--- src/rtl/wb_rr_arbiter.sv ---
// ---------------------------------------------------------------------------
// wb_rr_arbiter
//   Round-robin arbiter that shares one Wishbone slave port among NMASTERS
//   masters. The grant is registered. The granted master's request fields are
//   muxed to the slave. Slave responses return only to that master. A
//   per-transfer watchdog answers ERR to the owner when the slave never
//   terminates a strobed transfer.
//
// Parameters
//   NMASTERS  number of requesting masters (2..8)
//   TIMEOUT   strobed cycles without ACK/ERR/RTY before the watchdog answers ERR
//   TOW       watchdog counter width (2**TOW >= TIMEOUT+1)
//
// Ports
//   p_clk, p_resetn                       clock / async active-low reset
//   m_CYC_I, m_STB_I, m_WE_I, m_LOCK_I    per-master controls (one bit each)
//   m_SEL_I [4*N], m_ADR_I/m_DAT_I [32*N] per-master request fields
//   m_DAT_O                               slave read data, broadcast
//   m_ACK_O, m_ERR_O, m_RTY_O             per-master responses (owner only)
//   s_CYC_O, s_STB_O, s_WE_O, s_LOCK_O    slave-side controls
//   s_SEL_O, s_ADR_O, s_DAT_O             slave-side request fields
//   s_DAT_I, s_ACK_I, s_ERR_I, s_RTY_I    slave responses
//   grant_o                               one-hot grant, 0 when idle
//   busy_o                                |grant_o
// ---------------------------------------------------------------------------
module wb_rr_arbiter #(
  parameter int NMASTERS = 2,
  parameter int TIMEOUT  = 16,
  parameter int TOW      = 5
) (
  input  logic                     p_clk,
  input  logic                     p_resetn,
  input  logic [NMASTERS-1:0]      m_CYC_I,
  input  logic [NMASTERS-1:0]      m_STB_I,
  input  logic [NMASTERS-1:0]      m_WE_I,
  input  logic [NMASTERS-1:0]      m_LOCK_I,
  input  logic [4*NMASTERS-1:0]    m_SEL_I,
  input  logic [32*NMASTERS-1:0]   m_ADR_I,
  input  logic [32*NMASTERS-1:0]   m_DAT_I,
  output logic [31:0]              m_DAT_O,
  output logic [NMASTERS-1:0]      m_ACK_O,
  output logic [NMASTERS-1:0]      m_ERR_O,
  output logic [NMASTERS-1:0]      m_RTY_O,
  output logic                     s_CYC_O,
  output logic                     s_STB_O,
  output logic                     s_WE_O,
  output logic                     s_LOCK_O,
  output logic [3:0]               s_SEL_O,
  output logic [31:0]              s_ADR_O,
  output logic [31:0]              s_DAT_O,
  input  logic [31:0]              s_DAT_I,
  input  logic                     s_ACK_I,
  input  logic                     s_ERR_I,
  input  logic                     s_RTY_I,
  output logic [NMASTERS-1:0]      grant_o,
  output logic                     busy_o
);

  localparam int IW = (NMASTERS > 1) ? $clog2(NMASTERS) : 1;

  localparam logic ST_IDLE  = 1'b0;
  localparam logic ST_OWNED = 1'b1;

  localparam logic [NMASTERS-1:0] ONE      = NMASTERS'(1);
  localparam logic [TOW-1:0]      WD_LIMIT = TOW'(TIMEOUT);

  logic          state_q, state_d;
  logic [IW-1:0] g_q, g_d;       // index of the current owner
  logic [IW-1:0] ptr_q, ptr_d;   // round-robin search start
  logic [TOW-1:0] wd_q, wd_d;

  logic                owned;
  logic                release_g;
  logic                strobing;
  logic                wd_hit;
  logic                slv_resp;
  logic [NMASTERS-1:0] req;
  logic [NMASTERS-1:0] g_onehot;
  int                  start;
  logic                found;
  logic [IW-1:0]       win;

  assign owned    = (state_q == ST_OWNED);
  assign g_onehot = owned ? (ONE << g_q) : '0;

  // Owner gives the bus back only when it has neither CYC nor LOCK; LOCK
  // alone keeps the grant across gaps between cycles.
  assign release_g = owned && !m_CYC_I[g_q] && !m_LOCK_I[g_q];

  // Arbitration. While idle the search starts at ptr. On release the search
  // starts just after the old owner and excludes it, so the next owner takes
  // over on the same edge without a dead cycle.
  // NOTE: every signal written in an always_comb gets a default first, so no
  // path can leave it unassigned and infer a latch.
  always_comb begin
    start = int'(ptr_q);
    req   = m_CYC_I;
    found = 1'b0;
    win   = '0;
    if (release_g) begin
      start = (int'(g_q) + 1) % NMASTERS;
      req   = m_CYC_I & ~(ONE << g_q);
    end
    for (int k = 0; k < NMASTERS; k++) begin
      int idx;
      idx = (start + k) % NMASTERS;
      if (!found && req[idx]) begin
        found = 1'b1;
        win   = IW'(idx);
      end
    end
  end

  always_comb begin
    state_d = state_q;
    g_d     = g_q;
    ptr_d   = ptr_q;
    if (!owned) begin
      if (found) begin
        state_d = ST_OWNED;
        g_d     = win;
      end
    end else if (release_g) begin
      ptr_d = IW'(start);
      if (found) begin
        state_d = ST_OWNED;
        g_d     = win;
      end else begin
        state_d = ST_IDLE;
      end
    end
  end

  // Watchdog: counts strobed cycles that get no termination. When it reaches
  // TIMEOUT the arbiter answers ERR itself for one cycle and withholds STB
  // from the slave, then the count restarts.
  assign strobing = owned && m_CYC_I[g_q] && m_STB_I[g_q];
  assign slv_resp = s_ACK_I | s_ERR_I | s_RTY_I;
  assign wd_hit   = strobing && (wd_q == WD_LIMIT);

  always_comb begin
    wd_d = wd_q + TOW'(1);
    if (release_g || !strobing || slv_resp || wd_hit) begin
      wd_d = '0;
    end
  end

  // NOTE: sequential state uses non-blocking assignments so every register
  // samples the pre-edge values, independent of statement order.
  always_ff @(posedge p_clk or negedge p_resetn) begin
    if (!p_resetn) begin
      state_q <= ST_IDLE;
      g_q     <= '0;
      ptr_q   <= '0;
      wd_q    <= '0;
    end else begin
      state_q <= state_d;
      g_q     <= g_d;
      ptr_q   <= ptr_d;
      wd_q    <= wd_d;
    end
  end

  // Request mux: everything is zero while no master owns the bus, so an
  // asserted reset drops the slave side immediately.
  always_comb begin
    s_CYC_O  = 1'b0;
    s_WE_O   = 1'b0;
    s_LOCK_O = 1'b0;
    s_SEL_O  = '0;
    s_ADR_O  = '0;
    s_DAT_O  = '0;
    if (owned) begin
      s_CYC_O  = m_CYC_I[g_q];
      s_WE_O   = m_WE_I[g_q];
      s_LOCK_O = m_LOCK_I[g_q];
      s_SEL_O  = m_SEL_I[4*int'(g_q) +: 4];
      s_ADR_O  = m_ADR_I[32*int'(g_q) +: 32];
      s_DAT_O  = m_DAT_I[32*int'(g_q) +: 32];
    end
  end

  assign s_STB_O = strobing && !wd_hit;

  // Responses reach the owner only; a slave ACK outranks a watchdog ERR.
  assign m_DAT_O = s_DAT_I;
  assign m_ACK_O = s_ACK_I ? g_onehot : '0;
  assign m_RTY_O = s_RTY_I ? g_onehot : '0;
  assign m_ERR_O = (s_ERR_I || (wd_hit && !s_ACK_I)) ? g_onehot : '0;

  assign grant_o = g_onehot;
  assign busy_o  = owned;

endmodule

--- config.mk ---
export PLATFORM = sky130hd
export DESIGN_NAME = wb_rr_arbiter
export DESIGN_NICKNAME = d
export VERILOG_FILES = /design/src/rtl/wb_rr_arbiter.sv
export SDC_FILE = /design/constraint.sdc
export NUM_CORES = 1
export LEC_CHECK = 0
export BUFFER_PORTS_ARGS = -buffer_cell sky130_fd_sc_hd__buf_2
export CAP_MARGIN = 20
export CORE_AREA = 2 2 113 115
export CTS_CLUSTER_SIZE = 25
export DETAILED_ROUTE_END_ITERATION = 7
export DIE_AREA = 0 0 115 117
export PLACE_DENSITY = 0.48
export SETUP_SLACK_MARGIN = 0.15
export SYNTH_ARGS = -nofsm -noshare
export SYNTH_HDL_FRONTEND = slang
export SYNTH_SLANG_ARGS = --single-unit
export TNS_END_PERCENT = 100
--- constraint.sdc ---
create_clock -name p_clk -period 1.85 [get_ports p_clk]
set_input_delay 0.37 -clock p_clk [delete_from_list [all_inputs] [get_ports p_clk]]
set_output_delay 0.37 -clock p_clk [all_outputs]
set_load 0.01 [all_outputs]
==> results by group, run 1 <==
Status
  – Outcome: finished with violations
  – Failing checks: setup timing

Hold path
  – Hold Path Depth: 3
  – Hold Crit Class: primary input to flop
  – Hold Path Origin: m_LOCK_I[1]
  – Worst Hold Path EP: ptr_q

Global route
  – Global route overflow: 0
  – Total track usage: 10.8%
  – Initial antenna violation count: 1
  – First-pass GRT wire length: 11500 µm
  – Vias in the first global route: 2034
  – Largest net degree at the start of global routing: 45

Critical path
  – CP Data Required Time: 1.48 ns
  – Critical path peak fanout: 6
  – CP arrival: 1.51 ns
  – Crit end category: primary output
  – RR Startpoint: g_q
  – Reg2Reg Setup Slack: 0.29 ns
  – R2R depth: 5
  – Crit path launch type: flop
  – Reg-to-reg endpoint: wd_q[4]
  – Crit path kind: flop to primary output

Clocking
  – Num CTS Buffers: 3
  – CTS clk-pin slew, worst paths: 0.04 ns
  – Root Driver: clkbuf_16
  – H-tree depth: 1
  – Clock Latency Late Sink: 0.23 ns
  – CTS tree: built
  – Clock Sinks: 8
  – Clock Path Buffers: 2

Timing
  – Slew @ Worst Pin: 0.288 ns
  – Max-slew headroom: 80.8%
  – Final hold violations: 0
  – Period utilization: 102%
  – Final critical-path required period: 1.88 ns
  – Worst clock skew: 0.000617 ns
  – Min Hold Slack: 0.405 ns
  – Slew Viols, Final: 0
  – Final setup margin: -0.0283 ns
  – RSZ-0062 raised after global routing: true
  – Max Freq: 532 MHz
  – Setup Viol. Count Final: 2

Placement
  – HPWL after detailed placement: 6980 µm
  – Final GP Congestion: 0.788
  – Area after DPL: 2890 µm²
  – Port-buffer cells: 229

Die
  – DIE HEIGHT: 117 µm
  – Die Wd: 115 µm
  – FP Rows: 41
  – Die area: 13500 µm²
  – Core area: 12300 µm²
  – Initial Util: 14.8%
  – Boundary Pins: 294

Detailed routing
  – WL final: 9010 µm
  – DR pass1 iterations: 4
  – Starting DRT DRC Count: 119
  – Drt via density: 4.08
  – ANT nets after route: 0
  – Via count: 2467
  – DRC Markers: 0
  – Average wire per standard cell: 14.9 µm

Yosys
  – FF+latch count, synth: 8
  – Synth Instances: 241
  – Syn_area_per_cell: 7.56 µm²
  – Synth Area in Simple Gates: 23.8%
  – Adder-Cell Fraction of Synth Area: 1.37%
  – Yosys top cell area share: 39.0%
  – Synth area leader: mux2i_1
  – Top cells by area, synth: mux2i_1 39%, buf_4 16%, nor2_1 15%
  – Seq/Total Area, Yosys: 11.0%
  – Number of flops mapped to enable cells by yosys: 0
  – Largest family of logic cells by synthesized area: multiplexers
  – Synth Flop Type: dfrtp_1
  – Ys async rst share: 100%
  – Post-synth cell types: 31
  – Post-Synthesis Cell Area: 1820 µm²
  – Synthesized net count: 424
  – Post-synthesis compound-gate area fraction: 4.39%
  – Mux contribution to synthesized area: 39.0%
  – Yosys Warn Count: 0
  – Synth Area in XOR/XNOR: 1.44%

Cells and area
  – Most common cell after layout, fill and taps aside: buf_2
  – Final instance area: 3400 µm²
  – Share of layout cells above drive strength 1: 61.1%
  – Most frequent cells in the layout: 222 x buf_2, 73 x nor2_1, 68 x mux2i_1
  – Layout area overhead: 86.5%
  – Fin nets: 637

Pwr
  – Pwr per Cell Area: 752 nW/µm²
  – Worst VDD drop: 0.244 mV
  – LEAKAGE: 1.88 nW

Job
  – Total of max-cap violations: 0
[sequential cells by signal, indices dropped and copies added, names as in the netlist]
name	flops
ptr_q	1
g_q	1
busy_o	1
wd_q	5
[metrics by stage]
| stage | setup TNS, ns | utilization (%) | power [W] | instances | worst slack, ns |
|---|---|---|---|---|---|
| 3_3_place_gp | 0 | 23.5 | 0.00172 | 576 | 0.101 |
| 4_1_cts | -0.0652 | 26.2 | 0.00239 | 595 | -0.0372 |
| 3_5_place_dp | 0 | 23.5 | 0.00173 | 576 | 0.0725 |
| 5_1_grt | -0.521 | 27.6 | 0.00273 | 604 | -0.0936 |
| 6_report | -0.0373 | 27.6 | 0.00255 | 604 | -0.0283 |
| 2_1_floorplan | 0 | - | 0.00119 | 241 | 0.223 |
[kinds of logic after synthesis]
kind of cell / after synthesis
buf+inv: 53
xor+xnor: 3
mux: 71
flops: 8
compound gates: 10
fa+ha+maj: 2
simple gates: 94
[routing by layer]
metal | vias to the layer above | wire (µm) | GRT usage (%)
li1 | 1212 | - | -
met1 | 1121 | 3400 | 13.2
met2 | 132 | 5000 | 20.3
met3 | 2 | 609 | 1.70
met4 | 0 | 2 | 1.61
met5 | - | 0 | 0
[power breakdown]
group | internal (W) | total (W) | switching, W
registers | 0.000192 | 0.000220 | 0.0000274
logic | 0.00104 | 0.00196 | 0.000913
clock network | 0.000288 | 0.000378 | 0.0000902
total | 0.00152 | 0.00255 | 0.00103
[how the worst max path moves through the flow]
stage,from,end,cells after the start
6_report,g_q,m_ERR_O[1],4
2_1_floorplan,wd_q[0],m_ERR_O[0],5
5_1_grt,wd_q[0],m_ERR_O[1],6
3_5_place_dp,wd_q[0],m_ERR_O[1],6
4_1_cts,wd_q[0],m_ERR_O[1],6
3_3_place_gp,wd_q[0],m_ERR_O[0],6
[area by class of cell]
class | instances | area (µm²)
diodes | 1 | 2.50
repair buffers | 257 | 1590
multi-input cells | 180 | 1320
well taps | 150 | 188
inverters | 4 | 15.0
fillers | 1359 | 8910
clock buffers | 4 | 78.8
flip-flops and latches | 8 | 204
[repair_timing]
item	4_1_cts	5_1_grt
hold buffers	1	0
gates resized for setup	20	12
buffers inserted	11	4
endpoints found under the hold margin	8	0
cloned	3	4
pin swaps	21	13
setup endpoints to repair	72	78
[synth_stat cells (3+ instances only)]
library cell,number
nor2_1,73
mux2i_1,71
buf_4,38
dfrtp_1,8
clkbuf_1,7
buf_2,4
o21ai_0,4
and2_1,3
inv_1,3
nor3_2,3
[worst max-delay path, cell delays in order (launching register included)]
cell and delay, ns:
dfrtp_4 0.53, and2b_4 0.32, a31oi_4 0.12, o2bb2ai_2 0.16, buf_2 0.14
No activity file was read; power rests on OpenSTA's default activity.
==> run 2: changes to the inputs <==
RECOVER_POWER = 50   (was not set)
==> run 2 against run 1 <==
The flow still finishes with violations (setup timing). Sequential power about the same. Total power down 0.15%. Highest routed layer unchanged. Worst hold slack about the same. Sequential cell count is the same. Largest cell class unchanged. Via count fell by 0.12%. Combinational power hardly changed. Clock-buffer cell count is the same. Clock power hardly changed. Die area did not move. Worst setup slack got worse by 0.00087 ns. Cell count unchanged. Largest power group unchanged. Register-to-register slack worse by 0.05 ns.
==> results by group, run 2 (synthesis results as in run 1) <==
Detailed routing
  – WL final: 9020 µm
  – DRC Markers: 0
  – Via count: 2464
  – Drt via density: 4.08
  – ANT nets after route: 0
  – Average wire per standard cell: 14.9 µm
  – DR pass1 iterations: 4
  – Starting DRT DRC Count: 119

Status
  – Outcome: finished with violations
  – Failing checks: setup timing

Critical path
  – RR Startpoint: g_q
  – Crit path launch type: flop
  – Reg2Reg Setup Slack: 0.24 ns
  – R2R depth: 5
  – Crit path kind: flop to primary output
  – Crit end category: primary output
  – CP arrival: 1.51 ns
  – Critical path peak fanout: 6
  – Reg-to-reg endpoint: wd_q[4]
  – CP Data Required Time: 1.48 ns

Timing
  – Max-slew headroom: 68.9%
  – Final setup margin: -0.0292 ns
  – Period utilization: 102%
  – Slew Viols, Final: 0
  – Setup Viol. Count Final: 2
  – Final critical-path required period: 1.88 ns
  – Final hold violations: 0
  – Worst clock skew: 0.000786 ns
  – Setup_tns: -0.0390 ns
  – Max Freq: 532 MHz
  – Slew @ Worst Pin: 0.466 ns
  – RSZ-0062 raised after global routing: true

Cells and area
  – Most common cell after layout, fill and taps aside: buf_2
  – Share of layout cells above drive strength 1: 60.3%
  – Biggest register: wd_q
  – Cell Count, Final, Fillers Out: 604
  – Fillers: 1364
  – Most frequent cells in the layout: 220 x buf_2, 73 x nor2_1, 68 x mux2i_1
  – Layout area overhead: 85.9%
  – Max reg flops: 5
  – Fin nets: 637

Clocking
  – H-tree depth: 1
  – Clock Path Buffers: 2
  – Num CTS Buffers: 3
  – CTS clk-pin slew, worst paths: 0.04 ns
  – CTS tree: built
  – Root Driver: clkbuf_16
  – Clock Sinks: 8
  – Clock Latency Late Sink: 0.23 ns

Placement
  – Final GP Congestion: 0.788
  – Placed Cells: 576
  – HPWL after detailed placement: 6980 µm
  – Port-buffer cells: 229

Global route
  – Largest net degree at the start of global routing: 45
  – Total track usage: 10.8%
  – Global route overflow: 0
  – First-pass GRT wire length: 11500 µm
  – Vias in the first global route: 2034
  – Initial antenna violation count: 1

Hold path
  – Hold Crit Class: primary input to flop
  – Hold Path Depth: 3
  – Hold Path Origin: m_LOCK_I[1]
  – Worst Hold Path EP: ptr_q

Die
  – Die area: 13500 µm²
  – Initial Util: 14.8%
  – Core area: 12300 µm²
  – DIE HEIGHT: 117 µm
  – Die Wd: 115 µm
  – FP Rows: 41
  – Boundary Pins: 294

Pwr
  – LEAKAGE: 1.87 nW
  – Worst VDD drop: 0.243 mV
  – Pwr per Cell Area: 753 nW/µm²

Job
  – Total of max-cap violations: 0
run 2: worst max-delay path by stage:
stage	from	to	slack [ns]
2_1_floorplan	wd_q[0]	m_ERR_O[0]	0.22
3_3_place_gp	wd_q[0]	m_ERR_O[0]	0.10
3_5_place_dp	wd_q[0]	m_ERR_O[1]	0.07
4_1_cts	wd_q[0]	m_ERR_O[1]	-0.04
5_1_grt	wd_q[0]	m_ERR_O[1]	-0.09
6_report	g_q	m_ERR_O[1]	-0.03
run 2: where the power goes:
group | internal (W) | leakage [nW] | total, W | switching, W
sequential | 0.000192 | 0.100 | 0.000220 | 0.0000274
clock | 0.000288 | 0.0382 | 0.000378 | 0.0000905
combinational | 0.00104 | 1.73 | 0.00195 | 0.000913
total | 0.00152 | 1.87 | 0.00255 | 0.00103
run 2: worst max-delay path, stage by stage, from the launching register on:
cell and delay, ns:
dfrtp_4 0.53, and2b_4 0.32, a31oi_4 0.12, o2bb2ai_2 0.16, buf_2 0.14
run 2: layout make-up:
type	instances	area, µm²	area share (%)
timing repair buffer	257	1590	46.9
multi-input combinational	180	1310	38.7
sequential	8	204	6.02
tap	150	188	5.54
clock buffer	4	78.8	2.33
inverter	4	15.0	0.443
antenna	1	2.50	0.0739
run 2: routing by layer:
metal,wire length (µm),vias up,GRT usage (%)
li1,-,1211,-
met1,3420,1121,13.2
met2,5000,130,20.3
met3,604,2,1.70
met4,2,0,1.61
met5,0,-,0
run 2: through the flow:
step | cell area, µm² | total power [W] | utilization, % | hold WS [ns] | setup slack, ns
after floorplan | 1820 | 0.00119 | - | 0.0744 | 0.223
after global placement | 2890 | 0.00172 | 23.5 | 0.223 | 0.101
after detailed placement | 2890 | 0.00173 | 23.5 | 0.227 | 0.0725
after CTS | 3230 | 0.00239 | 26.2 | 0.407 | -0.0372
after global routing | 3390 | 0.00273 | 27.5 | 0.430 | -0.0936
final | 3390 | 0.00255 | 27.5 | 0.405 | -0.0292
run 2: repair_timing:
| item | 4_1_cts | 5_1_grt |
|---|---|---|
| setup buffers | 11 | 4 |
| resized for setup | 20 | 12 |
| hold buffers | 1 | 0 |
| gates cloned | 3 | 4 |
| endpoints found under the setup margin | 72 | 78 |
| endpoints found under the hold margin | 8 | 0 |
| pin swaps | 21 | 13 |
==> run 3: changes to the inputs <==
ABC_AREA = 1   (was not set)
CORE_AREA = 2 2 115 117   (was 2 2 113 115)
DIE_AREA = 0 0 117 119   (was 0 0 115 117)
PLACE_DENSITY = 0.44   (was 0.48)
==> run 3 against run 2 <==
The flow still finishes with violations (setup timing). Non-clock buffer count rose by 4. Largest cell class unchanged. Worst hold slack gained 0.0058 ns. Largest power group unchanged. Sequential share of layout area up 0.21 points. Worst setup slack improved by 0.0090 ns.
==> results by group, run 3 <==
Status
  – Outcome: finished with violations
  – Failing checks: setup timing

Global route
  – Global route overflow: 0
  – Total track usage: 9.99%
  – First-pass GRT wire length: 10900 µm
  – Largest net degree at the start of global routing: 43
  – Vias in the first global route: 2145
  – Initial antenna violation count: 0

Yosys
  – Post-Synthesis Cell Area: 1510 µm²
  – Adder-Cell Fraction of Synth Area: 1.66%
  – Yosys Warn Count: 0
  – Mux contribution to synthesized area: 0%
  – Synthesized net count: 377
  – Number of flops mapped to enable cells by yosys: 0
  – Top cells by area, synth: a22o_1 40%, buf_4 16%, dfrtp_1 13%
  – Largest family of logic cells by synthesized area: compound AO/OA/AOI/OAI gates
  – Syn_area_per_cell: 7.78 µm²
  – Cell with the most instances after synthesis: a22o_1
  – Ys async rst share: 100%
  – Synth Instances: 194
  – Synth area leader: a22o_1
  – Yosys top cell area share: 40.0%
  – FF+latch count, synth: 8
  – Synth Area in Simple Gates: 12.8%
  – Seq/Total Area, Yosys: 13.3%
  – Synth Flop Type: dfrtp_1
  – Top cells by count, synth: 69 x a22o_1, 33 x buf_4, 16 x nor2_1
  – Post-synthesis compound-gate area fraction: 42.6%
  – Post-synth cell types: 22
  – Synth Area in XOR/XNOR: 1.16%

Pwr
  – Total power draw: 0.00472 W
  – Worst VDD drop: 0.627 mV
  – Pwr per Cell Area: 1450 nW/µm²
  – LEAKAGE: 1.86 nW

Cells and area
  – Layout area overhead: 115%
  – Final instance area: 3250 µm²
  – Fillers: 1406
  – Most frequent cells in the layout: 218 x buf_2, 65 x a22o_1, 16 x buf_6
  – Biggest register: wd_q
  – Antenna diodes: 0
  – Fin nets: 596
  – Most common cell after layout, fill and taps aside: buf_2
  – Share of layout cells above drive strength 1: 70.3%
  – Max reg flops: 5

Detailed routing
  – Drt via density: 4.10
  – Average wire per standard cell: 16.5 µm
  – ANT nets after route: 0
  – WL final: 9680 µm
  – Via count: 2405
  – DRC Markers: 0
  – Starting DRT DRC Count: 47
  – DR pass1 iterations: 4

Clocking
  – H-tree depth: 1
  – Clock Path Buffers: 2
  – CTS tree: built
  – Root Driver: clkbuf_16
  – Clock Sinks: 8
  – CTS clk-pin slew, worst paths: 0.03 ns
  – Clock Latency Late Sink: 0.23 ns
  – Num CTS Buffers: 3

Timing
  – RSZ-0062 raised after global routing: true
  – Final hold violations: 0
  – Setup Viol. Count Final: 4
  – Slew @ Worst Pin: 0.431 ns
  – Final critical-path required period: 1.87 ns
  – Final setup margin: -0.0201 ns
  – Max Freq: 535 MHz
  – Slew Viols, Final: 0
  – Period utilization: 101%
  – Worst clock skew: 0.00434 ns
  – Max-slew headroom: 71.3%

Die
  – DIE HEIGHT: 119 µm
  – FP Rows: 42
  – Core area: 12900 µm²
  – Initial Util: 11.7%
  – Boundary Pins: 294
  – Die Wd: 117 µm
  – Die area: 13900 µm²

Hold path
  – Hold Crit Class: primary input to flop
  – Hold Path Origin: m_CYC_I[0]

Placement
  – HPWL after detailed placement: 6920 µm
  – Port-buffer cells: 229
  – Final GP Congestion: 0.786
  – Area after DPL: 2600 µm²

Critical path
  – Crit path kind: flop to primary output
  – CP arrival: 1.50 ns
  – CP Data Required Time: 1.48 ns
  – Critical path peak fanout: 8
  – CP Launch Point: g_q
  – RR Startpoint: g_q
  – Crit path launch type: flop
  – Crit end category: primary output

Job
  – Total of max-cap violations: 0
-- run 3: changes by cell type after synthesis, moves of 5 or more --
cell      before  now
mux2i_1       71    0
a22o_1         1   69
nor2_1        73   16
nand2_1        1   15
inv_1          3   14
buf_6          0    8
clkbuf_1       7    0
buf_4         38   33
-- run 3: worst paths after layout --
path	end	slack, ns	cells after the start
max	s_DAT_O[21]	-0.02	5
min	busy_o	0.41	3
max reg2reg	g_q	0.45	8
min reg2reg	wd_q[0]	0.45	1
max in group asynchronous	busy_o	0.94	2
min in group asynchronous	wd_q[1]	0.58	2
-- run 3: cell type report --
cell class	count	area [µm²]	share of cell area, %
tap	176	220	6.77
inverter	17	76.3	2.35
sequential	8	203	6.23
timing repair buffer	261	1700	52.2
clock buffer	3	75.1	2.31
multi-input combinational	122	980	30.1
-- run 3: metrics by stage --
stage | TNS, ns | hold WS (ns) | cells | setup slack [ns] | util [%]
after detailed placement | -0.0742 | 0.221 | 557 | -0.0422 | 20.2
after floorplan | 0 | 0.0744 | 194 | 0.355 | -
after global routing | -1.58 | 0.430 | 587 | -0.0783 | 25.3
final | -0.0454 | 0.411 | 587 | -0.0201 | 25.3
after CTS | 0 | 0.410 | 565 | 0.0101 | 21.5
after global placement | -0.00300 | 0.221 | 557 | -0.00300 | 20.2
-- run 3: what timing repair did --
item / CTS / global route
cloned: 0 / 13
endpoints found under the hold margin: 8 / 0
setup buffers: 4 / 9
gates resized for setup: 10 / 40
pin swaps: 3 / 75
hold buffers: 1 / 0
endpoints found under the setup margin: 76 / 76
-- run 3: worst max-delay path: stages, from the launching register on --
cell,delay [ns]
dfrtp_2,0.48
nor2_4,0.17
buf_6,0.15
buf_12,0.13
a22o_1,0.18
buf_2,0.15
-- run 3: cell families (layout without fill, tap and decap cells) --
family                     count (synthesis)  after routing
AOI/OAI and AO/OA                         76             76
xor gates and xnor gates                   2              2
adders and majority gates                  2              2
buffers and inverters                     64            281
DFF                                        8              8
and+or+nand+nor                           42             42
-- run 3: where the power goes --
| part | switching [W] | internal [W] | total, W |
|---|---|---|---|
| Sequential | 0.0000466 | 0.000205 | 0.000251 |
| Clock | 0.0000816 | 0.000278 | 0.000360 |
| Combinational | 0.00198 | 0.00213 | 0.00411 |
-- run 3: routing by layer --
| metal | part of all wire (%) | GRT usage, % | wire, µm |
|---|---|---|---|
| met5 | 0 | 0 | 0 |
| met4 | 0.53 | 1.47 | 51 |
| met3 | 8.3 | 1.93 | 802 |
| met2 | 49 | 19.4 | 4770 |
| met1 | 42 | 11.2 | 4060 |
